`config.mk`:
```
export PLATFORM = sky130hd
export DESIGN_NAME = role_axis_ingress
export DESIGN_NICKNAME = d
export VERILOG_FILES = /design/src/rtl/role_pkg.sv /design/src/rtl/role_fifo_ram.sv /design/src/rtl/role_axis_ingress.sv
export SDC_FILE = /design/constraint.sdc
export NUM_CORES = 1
export LEC_CHECK = 0
export CAP_MARGIN = 20
export CORE_MARGIN = 3
export CORE_UTILIZATION = 55
export CTS_CLUSTER_SIZE = 8
export DETAILED_ROUTE_END_ITERATION = 7
export GPL_TIMING_DRIVEN = 0
export PLACE_DENSITY = 0.78
export SLEW_MARGIN = 25
export SYNTH_ARGS = -nofsm -noshare
export SYNTH_HDL_FRONTEND = slang
export SYNTH_SLANG_ARGS = --single-unit
```
`constraint.sdc`:
```
create_clock -name role_clk -period 28.2 [get_ports role_clk]
set_input_delay 5.64 -clock role_clk [delete_from_list [all_inputs] [get_ports role_clk]]
set_output_delay 5.64 -clock role_clk [all_outputs]
set_load 0.005 [all_outputs]
```
`src/rtl/role_pkg.sv`:
```
// Shared types and defaults for the role-side AXI4-Stream ingress path.
package role_pkg;

    localparam int unsigned ROLE_DATA_W = 64;
    localparam int unsigned ROLE_KEEP_W = ROLE_DATA_W / 8;
    localparam int unsigned ROLE_DEPTH  = 16;

    typedef struct packed {
        logic [ROLE_DATA_W-1:0] tdata;
        logic [ROLE_KEEP_W-1:0] tkeep;
        logic                   tlast;
    } axis_beat_t;

    typedef enum logic {
        GATE_IDLE,
        GATE_FWD
    } gate_state_e;

endpackage

```
`src/rtl/role_fifo_ram.sv`:
```
// Simple dual-port beat storage: synchronous write, registered read, no array reset.
module role_fifo_ram #(
    parameter int unsigned DEPTH = 16,
    parameter int unsigned WIDTH = 73
) (
    input  logic                     clk,
    input  logic                     wr_en,
    input  logic [$clog2(DEPTH)-1:0] wr_addr,
    input  logic [WIDTH-1:0]         wr_data,
    input  logic                     rd_en,
    input  logic [$clog2(DEPTH)-1:0] rd_addr,
    output logic [WIDTH-1:0]         rd_data
);

    logic [WIDTH-1:0] mem_q [DEPTH];
    logic [WIDTH-1:0] rd_data_q;

    always_ff @(posedge clk) begin
        if (wr_en) begin
            mem_q[wr_addr] <= wr_data;
        end
        if (rd_en) begin
            rd_data_q <= mem_q[rd_addr];
        end
    end

    assign rd_data = rd_data_q;

endmodule

```
`src/rtl/role_axis_ingress.sv`:
```
// AXI4-Stream ingress FIFO with registered FWFT output and optional
// store-and-forward packet gate in front of the role core.
module role_axis_ingress
    import role_pkg::*;
#(
    parameter int unsigned DATA_W       = ROLE_DATA_W,
    parameter int unsigned DEPTH        = ROLE_DEPTH,
    parameter int unsigned AFULL_THRESH = 12,
    parameter int unsigned PKT_MODE     = 0
) (
    input  logic                       role_clk,
    input  logic                       role_rst,
    input  logic [DATA_W-1:0]          s_axis_tdata,
    input  logic [DATA_W/8-1:0]        s_axis_tkeep,
    input  logic                       s_axis_tlast,
    input  logic                       s_axis_tvalid,
    output logic                       s_axis_tready,
    output logic [DATA_W-1:0]          m_axis_tdata,
    output logic [DATA_W/8-1:0]        m_axis_tkeep,
    output logic                       m_axis_tlast,
    output logic                       m_axis_tvalid,
    input  logic                       m_axis_tready,
    output logic [$clog2(DEPTH):0]     fifo_count,
    output logic [$clog2(DEPTH):0]     pkt_count,
    output logic                       almost_full,
    output logic                       pkt_oversize
);

    localparam int unsigned AW = $clog2(DEPTH);
    localparam int unsigned CW = AW + 1;
    localparam int unsigned KW = DATA_W / 8;

    typedef struct packed {
        logic [DATA_W-1:0] tdata;
        logic [KW-1:0]     tkeep;
        logic              tlast;
    } beat_t;

    localparam int unsigned BW = $bits(beat_t);

    logic [AW-1:0] wr_ptr_q, wr_ptr_d, rd_ptr_q, rd_ptr_d;
    logic [CW-1:0] fifo_count_q, fifo_count_d, pkt_count_q, pkt_count_d;
    logic          out_valid_q, out_valid_d, sel_byp_q, sel_byp_d;
    logic          oversize_q, oversize_d;
    beat_t         byp_q, byp_d;
    gate_state_e   gate_q, gate_d;

    logic          s_ready, m_valid, wr, rd, advance, ram_empty, ram_wr, ram_rd;
    logic [CW-1:0] ram_count;
    logic [BW-1:0] ram_rd_data;
    beat_t         s_beat, out_beat;

    assign s_beat   = {s_axis_tdata, s_axis_tkeep, s_axis_tlast};
    assign out_beat = sel_byp_q ? byp_q : beat_t'(ram_rd_data);

    // The output stage is either the bypass register (beat went straight in
    // while the RAM was empty) or the RAM read register; the mux select is a flop.
    always_comb begin
        s_ready   = !role_rst && (32'(fifo_count_q) < DEPTH);
        m_valid   = out_valid_q && (gate_q == GATE_FWD);
        wr        = s_axis_tvalid && s_ready;
        rd        = m_valid && m_axis_tready;
        ram_count = fifo_count_q - CW'(out_valid_q);
        ram_empty = (ram_count == '0);
        advance   = !out_valid_q || rd;
        ram_rd    = advance && !ram_empty;
        ram_wr    = wr && !(advance && ram_empty);

        out_valid_d = out_valid_q;
        sel_byp_d   = sel_byp_q;
        byp_d       = byp_q;
        if (advance) begin
            out_valid_d = !ram_empty || wr;
            if (!ram_empty) begin
                sel_byp_d = 1'b0;
            end else if (wr) begin
                sel_byp_d = 1'b1;
                byp_d     = s_beat;
            end
        end

        wr_ptr_d     = wr_ptr_q + AW'(ram_wr);
        rd_ptr_d     = rd_ptr_q + AW'(ram_rd);
        fifo_count_d = fifo_count_q + CW'(wr) - CW'(rd);
        pkt_count_d  = pkt_count_q + CW'(wr && s_axis_tlast) - CW'(rd && out_beat.tlast);
    end

    // Gate decisions look at next-cycle counts so a completed packet is
    // visible to the role the cycle after its tlast beat is written.
    always_comb begin
        gate_d     = gate_q;
        oversize_d = oversize_q;
        if (PKT_MODE == 0) begin
            gate_d = GATE_FWD;
        end else begin
            case (gate_q)
                GATE_IDLE: begin
                    if (pkt_count_d != '0) begin
                        gate_d = GATE_FWD;
                    end else if (32'(fifo_count_d) == DEPTH) begin
                        gate_d     = GATE_FWD;
                        oversize_d = 1'b1;
                    end
                end
                GATE_FWD: begin
                    if (rd && out_beat.tlast) begin
                        gate_d = GATE_IDLE;
                    end
                end
                default: gate_d = GATE_IDLE;
            endcase
        end
    end

    always_ff @(posedge role_clk) begin
        if (role_rst) begin
            gate_q <= (PKT_MODE == 0) ? GATE_FWD : GATE_IDLE;
        end else begin
            gate_q <= gate_d;
        end
    end

    always_ff @(posedge role_clk) begin
        if (role_rst) begin
            wr_ptr_q     <= '0;
            rd_ptr_q     <= '0;
            fifo_count_q <= '0;
            pkt_count_q  <= '0;
            out_valid_q  <= 1'b0;
            sel_byp_q    <= 1'b1;
            byp_q        <= '0;
            oversize_q   <= 1'b0;
        end else begin
            wr_ptr_q     <= wr_ptr_d;
            rd_ptr_q     <= rd_ptr_d;
            fifo_count_q <= fifo_count_d;
            pkt_count_q  <= pkt_count_d;
            out_valid_q  <= out_valid_d;
            sel_byp_q    <= sel_byp_d;
            byp_q        <= byp_d;
            oversize_q   <= oversize_d;
        end
    end

    role_fifo_ram #(
        .DEPTH (DEPTH),
        .WIDTH (BW)
    ) u_ram (
        .clk     (role_clk),
        .wr_en   (ram_wr),
        .wr_addr (wr_ptr_q),
        .wr_data (s_beat),
        .rd_en   (ram_rd),
        .rd_addr (rd_ptr_q),
        .rd_data (ram_rd_data)
    );

    assign s_axis_tready = s_ready;
    assign m_axis_tvalid = m_valid;
    assign m_axis_tdata  = out_beat.tdata;
    assign m_axis_tkeep  = out_beat.tkeep;
    assign m_axis_tlast  = out_beat.tlast;
    assign fifo_count    = fifo_count_q;
    assign pkt_count     = pkt_count_q;
    assign almost_full   = (32'(fifo_count_q) >= AFULL_THRESH);
    assign pkt_oversize  = oversize_q;

endmodule

```
After elaboration in Yosys (flattened, before gate mapping)
Memory sizes are Yosys's and may differ from the RTL's. A register that Yosys moved wholly into a read port is not among the register bits.
Cells that the tools add are included.
{"block": "totals", "reg_bits": 93, "ram_bits": 1168, "input_bits": 77, "wordCells": 42, "mem_count": 1}
{"block": "classes", "n_addsub": 7, "order_cmp": 2, "n_eq_ne": 1, "n_mux": 5, "reduce_logical": 17}
{"name": "u_ram.mem_q", "words": 16, "width": 73, "read_ports": 1, "rd_clocked_by_memory_dff": 1, "write_ports": 1, "line_no": "role_fifo_ram.sv:15", "source": "logic [WIDTH-1:0] mem_q [DEPTH];"}
{"cell": "$mux 73", "n": 1}
{"cell": "$sub 5x1->5", "n": 3}
{"cell": "$add 5x1->5", "n": 2}
{"cell": "$add 4x1->4", "n": 2}
{"cell": "$logic_and 1x1->1", "n": 8}
{"cell": "$ge 5x4->1 const B", "n": 1}
{"cell": "$logic_not 5->1", "n": 1}
{"cell": "$lt 5x5->1 const B", "n": 1}
{"cell": "$logic_not 1->1", "n": 4}
{"cell": "$mux 1", "n": 4}
{"cell": "$reduce_and 3->1", "n": 1}
{"cell": "$logic_or 1x1->1", "n": 2}
{"cell": "$ne 2x2->1 const B", "n": 1}
{"cell": "$reduce_and 2->1", "n": 1}

Longest topological paths before layout
Gate-level depths: netlist of the first run.
{"block": "logic_depth", "ltp_word": 7, "ltp_mapped": 12}

Cells and area by module
A second synthesis of the first run with hierarchy kept.
{"block": "unflattened", "cells_unflattened": 2414, "area_unflattened_um2": 51399.3}
{"module": "role_fifo_ram", "n_inst": 1, "cells_each": 1875, "area_each_um2": 45857.7}
{"module": "role_axis_ingress", "n_inst": 1, "cells_each": 539, "area_each_um2": 5541.6}

Worst setup path after synthesis of the first run
OpenSTA, ideal clock, no wires.
{"block": "synth_timing", "path_kind": "input to register", "startpoint": "in m_axis_tready", "endpoint": "mem u_ram.mem_q[0][0] (enable)", "t_arrival_ps": 13708, "required_ps": 27491, "slack_ps": 13782, "stages": 3, "path_buffers": 0, "path_cell_list": "nor2b_1 -> o41ai_4 -> nor4b_1"}
{"block": "synth_between", "elab_chain_cells": 7}
{"item": "start, declared", "line_no": "role_axis_ingress.sv:22", "source": "input logic m_axis_tready,"}
{"item": "$logic_and 1x1->1", "line_no": "role_axis_ingress.sv:62", "source": "rd = m_valid && m_axis_tready;"}
{"item": "$logic_or 1x1->1", "line_no": "role_axis_ingress.sv:65", "source": "advance = !out_valid_q || rd;"}
{"item": "$logic_and 1x1->1", "line_no": "role_axis_ingress.sv:67", "source": "ram_wr = wr && !(advance && ram_empty);"}
{"item": "$logic_not 1->1", "line_no": "role_axis_ingress.sv:67"}
{"item": "$logic_and 1x1->1", "line_no": "role_axis_ingress.sv:67"}
{"item": "$mux 1", "line_no": "role_fifo_ram.sv:19", "source": "if (wr_en) begin"}
{"item": "$mux 1 (not written as such)", "line_no": "role_fifo_ram.sv:20", "source": "mem_q[wr_addr] <= wr_data;"}
{"item": "end, declared", "line_no": "role_fifo_ram.sv:15"}
Every way passes these cells.

Worst setup path in the final report of the first run
{"block": "layout_timing", "startpoint": "in role_rst", "endpoint": "out s_axis_tready"}
{"block": "layout_between", "elab_chain_cells": 2}
{"item": "start, declared", "line_no": "role_axis_ingress.sv:12", "source": "input logic role_rst,"}
{"item": "$logic_not 1->1", "line_no": "role_axis_ingress.sv:59", "source": "s_ready = !role_rst && (32'(fifo_count_q) < DEPTH);"}
{"item": "$logic_and 1x1->1", "line_no": "role_axis_ingress.sv:59"}
{"item": "end, declared", "line_no": "role_axis_ingress.sv:17", "source": "output logic s_axis_tready,"}
Every way passes these cells.

==> out/results.txt, run 1 <==
The run finished with clean final reports. TritonCTS built the clock tree. The synthesized design devotes to its leading area cell type 72.6% of total area. Summed over all layers, the global routing overflow is 0. Number of CTS-inserted buffers: 184. The logs give 51,400 um^2 for the synthesized area and 4,041 for the total placed cells including tap cells. Across the run, the number of max-cap violations was 0. The finished cells cover 61,500 um^2.

The logs give 0 for the detailed-route DRC error count and 111 for the placement row count. Of the cells placed in the final design, the portion with a size suffix greater than 1 is 28.0%. Summed over all cells, the static leakage comes to 20.3 nW. Following the worst setup path forward leads to its endpoint at s_axis_tready.

The worst path uses 52.3% of the clock period. The post-CTS setup repair buffer count was 0; the async set or reset register ratio after synthesis was 0%. The signal on the critical path passes through clkdlybuf4s50_1, clkbuf_1, clkbuf_1, clkbuf_1, nor2_1, clkdlybuf4s50_1.

The slew at the pin closest to its max-slew limit is 1100 ps. The hold violation count in the final report was 0; the worst supply voltage drop on vdd was 0.0549 mV. The DRC marker count from the first detailed-route iteration is 3,867. Clock-pin slew was measured on the worst setup and hold paths at 50 ps. The pin count of the biggest net entering global routing was 21; the first-pass GRT wire length was 195 mm. Port buffering added 162 buffers. The tightest hold path in the finished design has a slack of 469 ps.

After clock tree synthesis, the repair step resized 0 gates. Buffer cell driving the clock tree root: clkbuf_16. In this run the critical register-to-register path is launched from fifo_count[2].

The total detailed-routing wirelength is 133 mm, and the horizontal die dimension is 312 um. The timing-limited maximum frequency was 0.0678 GHz. The final critical path time including I/O delays and setup was 14,760 ps; the distinct cell type count of the synthesized netlist was 42. The initial antenna violation count is 5.

By area the synthesized netlist is led by edfxtp_1 73%, mux4_2 13%, dfxtp_1 3.6%, a22oi_1 2.1%, nand2b_1 1.8%. The clock sink count was 1,334; the slack of the worst reg-to-reg path was 23,940 ps. The via count came out at 28,000.

Global routing used 27.5% of the available tracks across all layers. The sum of buffers and inverters on the critical path was 5; the final sum of negative setup slack was 0 ps. The run gives 55.8% as the starting utilization of the core area.

Of all nets on the critical path, the largest fanout is 10. The logs give 0 for the setup-violating endpoint count in the final report and 26.8% for the worst slew slack as a fraction of its limit. The yosys synthesis warning count was 0. The critical path arrival was 9120 ps; the overall power after layout was 5.62 mW. The number of synthesized flops with an enable pin works out to 1,241. The maximum level of the CTS H-tree came out at 4. Using the TritonRoute via totals, the vias-per-cell ratio works out to 6.38.

Among the stages of the critical path, the cell type that occurs most often is clkbuf_1. The kind of cell with the highest combined delay on the critical path is buffers and inverters. At the worst endpoint, the required time is 22,560 ps. Cell area reported after detailed placement: 56,200 um^2.

Setup repair after global routing left no endpoint under its margin. STA classifies the critical path endpoint as an output pin. Excluding fillers, the count of instances in the completed layout stands at 4,381. edfxtp_1 takes more of the synthesized area than any other cell. The most used flip-flop cell after synthesis is edfxtp_1. The number of nets produced by synthesis came out at 2,506.

The slowest stage of the critical path belongs to the cell clkdlybuf4s50_1. The mean instance size in the synthesized netlist is 21.3 um^2, and the count of cell instances traversed by the critical path is 6. The worst reg2reg path depth was 12; the sequential cell area fraction in the yosys report was 76.2%. The tools report the largest clock skew in the final design as 23.7 ps.

After synthesis, the most frequently instantiated cells are 1,241 x edfxtp_1, 292 x mux4_2, 151 x nand2b_1, 146 x a22oi_1, 93 x dfxtp_1. The dominant cell by count in the synthesized netlist is edfxtp_1. At the later pin of the worst-skew pair, clock insertion delay measures 760 ps.

The class of the tightest hold or removal check is reg2reg. In the synthesized netlist, the number of instances is 2,406. Net count of the finished layout: 3,084. The synthesized design contains 1,334 register bits. For the post-cts hold buffer count, the log shows 0. The tools report the die footprint as 97,100 um^2.

In this run the worst setup path begins at role_rst. The area overhead of the layout relative to synthesis was 19.7%; the placeable core region was 92,100 um^2. For this run, the slowest stage of the critical path takes 1020 ps.

The total power per unit cell area is 91.4 nW/um^2. 164 I/O pins were placed. In the final routed layout, each cell accounts on average for 30.4 um. In this run the deepest clock path goes through 3 buffers. For this run, the detailed router's first-pass iteration total came to 5. The number of global-route vias before repair was 29,600; the residual antenna-violating net count after detailed routing was 0.

Type of the worst setup path: in2out. Routability-driven placement finished with a final weighted congestion of 0.766. The worst setup path is launched from an input pin. The die is 312 um tall. For the final-report max-slew violation count, the log shows 0. The worst register-to-register path ends at u_ram.mem_q[0][38].

The tools report the HPWL after detailed placement as 82.4 mm.
[state kept, by name (all words and copies together) (netlist names)]
signal and flops:
sel_byp_q 1, fifo_count 5, rd_ptr_q 4, u_ram.mem_q 1168, byp_q 73, u_ram.rd_data 73, wr_ptr_q 4, out_valid_q 1
pkt_count 5
[per-layer routing]
layer | share of wire, % | wire length [um] | global-route usage, %
met3 | 9.5 | 12700 | 5.83
met1 | 36 | 47700 | 35.8
met4 | 4.2 | 5630 | 12.4
met2 | 50 | 67000 | 45.2
met5 | 0.020 | 27 | 0
[through the flow]
stage	util (%)	setup slack, ps
CTS	66.8	13510
detailed placement	61.0	13520
global route	66.8	13450
floorplan	-	13780
global placement	59.2	5120
finish	66.8	13440
[worst register-to-register path: stages, from the launching register on]
cell     delay (ps)
dfxtp_1         380
inv_1           190
ha_1            210
or2b_1          270
mux2i_4         250
o41ai_4         220
nor4b_2         810
buf_2           360
buf_2           260
buf_2           250
buf_2           260
buf_2           240
buf_2           220
[cell families after synthesis]
| kind of cell | synth area share (%) |
|---|---|
| xor+xnor | 0.222 |
| simple gates | 3.01 |
| mux | 15.9 |
| other cells | 0.00730 |
| compound gates | 2.42 |
| buf+inv | 1.70 |
| flops | 76.2 |
| fa+ha+maj | 0.589 |
[worst min path at each step]
stage | start | to | slack [ps] | depth (start not counted)
finish | byp_q[65] | byp_q[65] | 470 | 2
global route | byp_q[41] | byp_q[41] | 500 | 2
CTS | byp_q[31] | byp_q[31] | 480 | 2
detailed placement | byp_q[10] | byp_q[10] | 460 | 2
global placement | byp_q[9] | byp_q[9] | 450 | 2
floorplan | byp_q[0] | byp_q[0] | 450 | 2
[layout by cell type, fill, tap and decap left out, drive strengths merged, types with 3 or more instances in the layout]
cell,count
a21o,3
a21oi,7
a22oi,146
and2,3
buf,307
clkbuf,386
clkdlybuf4s50,162
dfxtp,93
edfxtp,1241
ha,21
inv,25
mux2,73
mux2i,74
mux4,292
nand2,77
nand2b,153
nor2,17
nor2b,10
nor3,9
nor4,7
o21bai,3
xnor2,8
xor2,5
[final cells by class]
type                       instances  area, um^2
antenna                            2        5.00
buffer                           135         816
clock buffer                     328        5190
clock inverter                    10         106
fill                            5439       30600
inverter                          16        60.1
multi-input combinational        921       11500
sequential                      1334       39100
tap                             1243        1560
timing repair buffer             392        3180
[power breakdown]
part	internal (mW)	switching [mW]
combinational	0.604	0.661
clock	1.23	0.802
sequential	2.29	0.0368
total	4.12	1.50
(Power assumes the default switching activity.)
==> inputs of run 2 (changes only) <==
--- a/config.mk
+++ b/config.mk
@@ -11,7 +11,7 @@
 export CTS_CLUSTER_SIZE = 8
 export DETAILED_ROUTE_END_ITERATION = 7
 export GPL_TIMING_DRIVEN = 0
-export PLACE_DENSITY = 0.78
+export PLACE_DENSITY = 0.8
 export SLEW_MARGIN = 25
 export SYNTH_ARGS = -nofsm -noshare
 export SYNTH_HDL_FRONTEND = slang
==> constraint.sdc (replaced) <==
create_clock -name role_clk -period 12.3 [get_ports role_clk]
set_input_delay 2.46 -clock role_clk [delete_from_list [all_inputs] [get_ports role_clk]]
set_output_delay 2.46 -clock role_clk [all_outputs]
set_load 0.005 [all_outputs]
==> run 2 against run 1 <==
Clock skew is 28 ps higher. Die area stayed put. Largest cell class unchanged. Hold slack worse by 1.3 ps. Via count is 2.1% higher. Total power is 130% higher. Clock power is 130% higher. First-iteration DRC count is 7.2% higher. Sequential share of layout area is 0.20 points lower.
==> out/results.txt, run 2 (synthesized netlist as in run 1, its figures left out) <==
The worst reg2reg path depth works out to 13 (was 12). The logs give 164 (unchanged) for the number of ports placed on the die boundary and 0 ps (unchanged) for the final sum of negative setup slack. The total power per unit cell area is 211 nW/um^2 (was 91.4 nW/um^2), and the critical path arrival is 6120 ps (was 9120 ps).

For the post-route cell area, the log shows 61,700 um^2 (was 61,500 um^2). The tools report the cell leakage power as 20.4 nW (was 20.3 nW). Most frequent cells in the layout: 1,241 x edfxtp_1, 292 x mux4_2, 185 x clkbuf_16, 181 x clkbuf_1, 162 x clkdlybuf4s50_1 (was 1,241 x edfxtp_1, 292 x mux4_2, 198 x clkbuf_1, 186 x clkbuf_16, 162 x clkdlybuf4s50_1). The final critical path time including I/O delays and setup is 8580 ps.

The origin of the worst setup path is role_rst (unchanged). The area overhead of the layout relative to synthesis was 20.1% (was 19.7%); the final period utilization was 69.8%. The tools report the residual antenna-violating net count after detailed routing as 0 (unchanged). Type of the worst setup path: in2out (unchanged). For the overall power after layout, the log shows 13.0 mW (was 5.62 mW).

The clock sink count came out at 1,334 (unchanged). The placeable core region was 92,100 um^2 (unchanged); the DRC marker count from the first detailed-route iteration was 4,146 (was 3,867). The run finished with clean final reports. The routed wirelength normalized by instance count was 31.7 um (was 30.4 um). For the starting utilization of the core area, the log shows 55.8% (unchanged). The overall global routing resource usage is 28.8% (was 27.5%). The die footprint was 97,100 um^2 (unchanged). Class of the tightest hold or removal check: reg2reg (unchanged). The utilization after layout is 67.0% (was 66.8%), and the total detailed-routing wirelength is 139 mm (was 133 mm). The height of the die works out to 312 um (unchanged). For the pin count of the biggest net entering global routing, the log shows 22 (was 21). The tools report the post-CTS setup repair buffer count as 0 (unchanged). The number of CTS-inserted buffers was 184 (unchanged). The setup-violating endpoint count in the final report was 0 (unchanged); the worst supply voltage drop on vdd was 0.144 mV (was 0.0549 mV). The flip-flop count of the largest register after layout was 1,168 (unchanged).

Buffer cell driving the clock tree root: clkbuf_16 (unchanged). The placement row count was 111 (unchanged); the post-cts gate resize count was 0 (unchanged). Setup repair after global routing left no endpoint under its margin.

The tools report the reg-to-reg startpoint as fifo_count[2] (unchanged). The number of standard cells in the final layout excluding fillers is 4,377 (was 4,381), and the cell area reported after detailed placement is 56,300 um^2 (was 56,200 um^2). The total routed wire length on the met1 layer came out at 47.6 mm (was 47.7 mm). The run gives 0 (unchanged) as the post-cts hold buffer count.

The net count of the finished layout is 3,088 (was 3,084). The initial antenna violation count was 8 (was 5); the clock latency reported for the late side of the worst-skew pair was 790 ps (was 760 ps). The first-pass GRT wire length was 202 mm (was 195 mm).

The largest clock skew in the final design was 52.0 ps (was 23.7 ps); the aggregate global routing overflow was 0 (unchanged). The type of element capturing the critical path was an output pin (unchanged). The tools report the reg-to-reg critical path endpoint as u_ram.mem_q[1][34] (was u_ram.mem_q[0][38]). The run gives 3 (unchanged) as the clock tree buffer depth. The capturing instance or port of the critical path is s_axis_tready (unchanged).

TritonCTS built the clock tree. The run gives 85.5 mm (was 82.4 mm) as the HPWL after detailed placement. The last weighted congestion value of the routability-driven placer is 0.763 (was 0.766).

Most common cell after layout, fill and taps aside: edfxtp_1 (unchanged). The final-report max-slew violation count came out at 0 (unchanged). The number of max-cap violations was 0 (unchanged); the data required time of the worst path was 9840 ps (was 22,560 ps). The logs give 0 (unchanged) for the detailed-route DRC error count and 4,045 (was 4,041) for the total placed cells including tap cells. The first-pass detailed-route iteration total was 5 (unchanged); the maximum fanout count along the critical path was 10 (unchanged). The run gives 23.7% (was 26.8%) as the worst slew slack as a fraction of its limit.

The run gives 8030 ps (was 23,940 ps) as the slack of the worst reg-to-reg path. The register name with the most flops is u_ram.mem_q (unchanged). The logs give 29,600 (about the same) for the number of global-route vias before repair and 4 (unchanged) for the maximum level of the CTS H-tree. The type of origin of the critical path was an input pin (unchanged). The vias per cell was 6.52 (was 6.38); the total length of routed met2 wires was 69.4 mm (was 67.0 mm). The via count was 28,500 (was 28,000). The uppermost metal layer occupied by signal nets was met5 (unchanged). The slew at the pin closest to its max-slew limit was 1140 ps (was 1100 ps); the horizontal die dimension was 312 um (unchanged).

The length of routed met3 wiring came out at 15.3 mm (was 12.7 mm). The share of cells above drive strength 1 was 28.3% (was 28.0%); the timing-limited maximum frequency was 0.117 GHz. The clock transition at the register clock pins on the worst setup and hold paths after CTS works out to 50 ps (about the same). The hold violation count in the final report is 0 (unchanged), and the number of I/O port buffers is 162 (unchanged).
-- run 2: cell count changes in the layout (fill, tap and decap cells not counted), moves of 3 or more --
| cell | change |
|---|---|
| clkbuf_1 | -17 |
| buf_2 | -6 |
| buf_6 | +6 |
| diode_2 | +6 |
| inv_6 | -6 |
| buf_4 | +4 |
| clkinv_16 | +4 |
| clkinv_8 | +3 |
| inv_16 | +3 |
-- run 2: worst min path at each step --
stage,from,end,slack [ps],cells past startpoint
global route,byp_q[19],byp_q[19],490,2
floorplan,byp_q[0],byp_q[0],450,2
finish,byp_q[70],byp_q[70],470,2
global placement,byp_q[9],byp_q[9],450,2
CTS,byp_q[70],byp_q[70],470,2
detailed placement,byp_q[17],byp_q[17],460,2
-- run 2: final cells by class --
| class | instances | area (um^2) |
|---|---|---|
| well taps | 1243 | 1560 |
| plain buffers | 135 | 816 |
| inverters | 16 | 60.1 |
| repair buffers | 396 | 3270 |
| clock buffers | 310 | 5100 |
| flip-flops and latches | 1334 | 39100 |
| fillers | 5302 | 30400 |
| diodes | 8 | 20.0 |
| multi-input cells | 921 | 11500 |
| clock inverters | 14 | 283 |
-- run 2: through the flow --
| step | setup WS (ps) | hold WS (ps) |
|---|---|---|
| after floorplan | 1060 | 445 |
| after global placement | -8360 | 454 |
| after detailed placement | 3880 | 462 |
| after CTS | 3880 | 472 |
| after global routing | 3790 | 487 |
| final | 3720 | 468 |
-- run 2: worst max-delay path, stage by stage --
cell	delay [ps]
clkdlybuf4s50_1	1050
clkbuf_1	600
clkbuf_1	820
clkbuf_1	640
nor2_1	70
clkdlybuf4s50_1	470
-- run 2: power by group --
group / internal [mW] / switching (mW) / leakage, nW
logic: 1.39 / 1.57 / 5.82
registers: 5.25 / 0.0849 / 12.0
clock network: 2.81 / 1.90 / 2.55
total: 9.46 / 3.56 / 20.4
-- run 2: metal layers --
metal	up-vias	global-route usage [%]
li1	11100	-
met1	14600	36.9
met2	2376	47.3
met3	427	6.46
met4	2	13.4
met5	-	0
==> edit: new RTL, settings of run 2 <==
Set the parameter `PKT_MODE` to 1 (it was 0).
--- a/src/rtl/role_axis_ingress.sv
+++ b/src/rtl/role_axis_ingress.sv
@@ -8,3 +8,3 @@
     parameter int unsigned AFULL_THRESH = 12,
-    parameter int unsigned PKT_MODE     = 0
+    parameter int unsigned PKT_MODE     = 1
 ) (
Check against the original RTL: not equivalent (a bounded check fails within 4 cycles, from zero or initial values and one cycle with role_rst high).
==> edit against run 2 <==
  * Routed wire length is 4.5% higher
  * Register-to-register slack got worse by 310 ps
  * Worst setup slack gained 1600 ps
  * Design area rose by 0.18%
  * Sequential cell count grew 2
  * First-iteration DRC count is 10% higher
  * Synthesized area shrank 0.54%
  * Total power rose by 0.75%
  * Critical endpoint unchanged
  * Highest routed layer unchanged
==> edit: results (changes against run 2) <==
metric;value;unit;change
synth-async-reset-ratio;0;%;unchanged
r2r_cells;12;;-1
setup_viol;0;;unchanged
grt_max_degree;19;;-14%
hold_buffers;0;;unchanged
synth_edf_count;1241;;unchanged
hold_class;register to register;;
layout-drive-gt1-share;33.0;%;+4.7 points
largest-register;u_ram.mem_q;;
synth_nets;2323;;-7.3%
endpoint;s_axis_tready;;
nets;2916;;-5.6%
syn-mean-instance-area;23.0;µm²;+7.6%
cts_setup_buffers;0;;unchanged
cp_data_arrival_time;4530;ps;-1590 ps
gp_congestion;0.816;;+6.9%
antenna_found_initial;20;;+12
fin_cells;4223;;-3.5%
htree_num_levels;4;;unchanged
use_met2;48.7;%;+1.4 points
slowest_delay;940;ps;-110 ps
drc_errors;0;;unchanged
synthTopCellsByArea;edfxtp_1 73%, mux4_2 16%, dfxtp_1 3.7%;;
rrSetupSlack;7720;ps;-310 ps
place_hpwl;88.8;mm;+3.9%
ir_drop;0.169;mV;+18%
status;finished clean;;
drtIter0Drc;4566;;+10%
grt_usage;30.2;%;+1.4 points
finalClockSkew;62.3;ps;+10.3 ps
largest_reg_flops;1168;;unchanged
synthDistinctLibCells;39;;-7.1%
cts_resized;0;;unchanged
rr_startpoint;fifo_count[2];;
slew_headroom;20.8;%;-2.8 points
n_fill_cell;5374;;+1.4%
portBuffers;163;;+0.62%
ys_seq_area_share;76.7;%;+0.49 points
regToRegEndpoint;u_ram.mem_q[9][18];;
grtUsageMet3;8.70;%;+2.2 points
first_global_vias;29267;;-1.1%
drt_pass1_iterations;6;;+1
yosys_warnings;0;;unchanged
wire_per_inst;34.4;µm;+8.3%
synthTopCellsByCount;1,241 x edfxtp_1, 365 x mux4_2, 102 x mux2_2, 95 x dfxtp_1, 70 x clkbuf_1;;
crit_path_start;role_rst;;
root_buffer;clkbuf_16;;
clock_path_buffers;3;;unchanged
clk_pin_slew;50;ps;about the same
grt_first_pass_wirelength;207;mm;+2.4%
cpMaxStageDelayCell;clkdlybuf4s50_1;;
use_met1;38.3;%;+1.5 points
power_leakage;20.1;nW;-1.5%
vias;28119;;-1.5%
placedCellCount;3874;;-4.2%
numCtsBuffers;184;;unchanged
worstPathMaxFanout;7;;-3
clkLatencyLatePin;800;ps;
[edit: cell count changes in the layout (fill, tap and decap cells not counted), moves of 28 or more]
cell / before / now
a22oi_1: 146 / 0
clkbuf_1: 181 / 209
nand2_1: 77 / 5
a21oi_1: 6 / 41
nand2b_1: 151 / 8
mux2i_1: 73 / 0
mux2_2: 73 / 102
nor2b_1: 10 / 48
mux4_2: 292 / 365
o31ai_1: 0 / 38
nand4_1: 0 / 38
[edit: how the worst min path moves through the flow]
stage,start,end,slack [ps],depth (start not counted)
global placement,byp_q[38],byp_q[38],450,2
detailed placement,byp_q[0],byp_q[0],460,2
global route,byp_q[4],byp_q[4],510,2
CTS,byp_q[12],byp_q[12],480,2
finish,byp_q[65],byp_q[65],480,2
floorplan,byp_q[0],byp_q[0],440,2
[edit: power breakdown]
group	switching (mW)	total [mW]	internal, mW
combinational	1.61	3.01	1.39
clock	1.94	4.76	2.82
sequential	0.0977	5.35	5.25
[edit: final cells by class]
cell class	instances	share of cell area [%]
Sequential cell	1336	63.4
Multi-Input combinational cell	747	18.5
Clock buffer	326	8.31
Timing Repair Buffer	407	5.81
Tap cell	1243	2.52
Buffer	130	0.925
Clock inverter	12	0.480
Inverter	11	0.0668
Antenna cell	11	0.0445
[edit: logic make-up (layout without fill, tap and decap cells)]
| logic type | count (synthesis) | count (layout) | share of synthesized area, % |
|---|---|---|---|
| DFF | 1336 | 1336 | 76.7 |
| adders and majority gates | 22 | 22 | 0.568 |
| AOI/OAI and AO/OA | 92 | 92 | 1.17 |
| muxes | 474 | 474 | 18.5 |
| buffers and inverters | 141 | 886 | 1.18 |
| xor gates and xnor gates | 14 | 14 | 0.240 |
| other | 0 | 11 | 0 |
| and+or+nand+nor | 145 | 145 | 1.68 |
[edit: worst max-delay path, delay by kind of cell]
kind                   cells  cell delay (ps)
buffers and inverters      2             1690
AND/OR/NAND/NOR            1              370
[edit: through the flow]
step	TNS [ps]	area (µm²)	worst slack, ps
floorplan	0	51100	1540
global placement	-5997790	54300	-8340
detailed placement	0	56300	5500
CTS	0	61800	5460
global route	0	61800	5330
finish	0	61800	5310
[edit: routing by layer]
metal	wire, µm	up-vias
met5	86	-
met4	6910	14
met3	17500	484
met2	72200	2482
met1	48500	14463
li1	-	10676
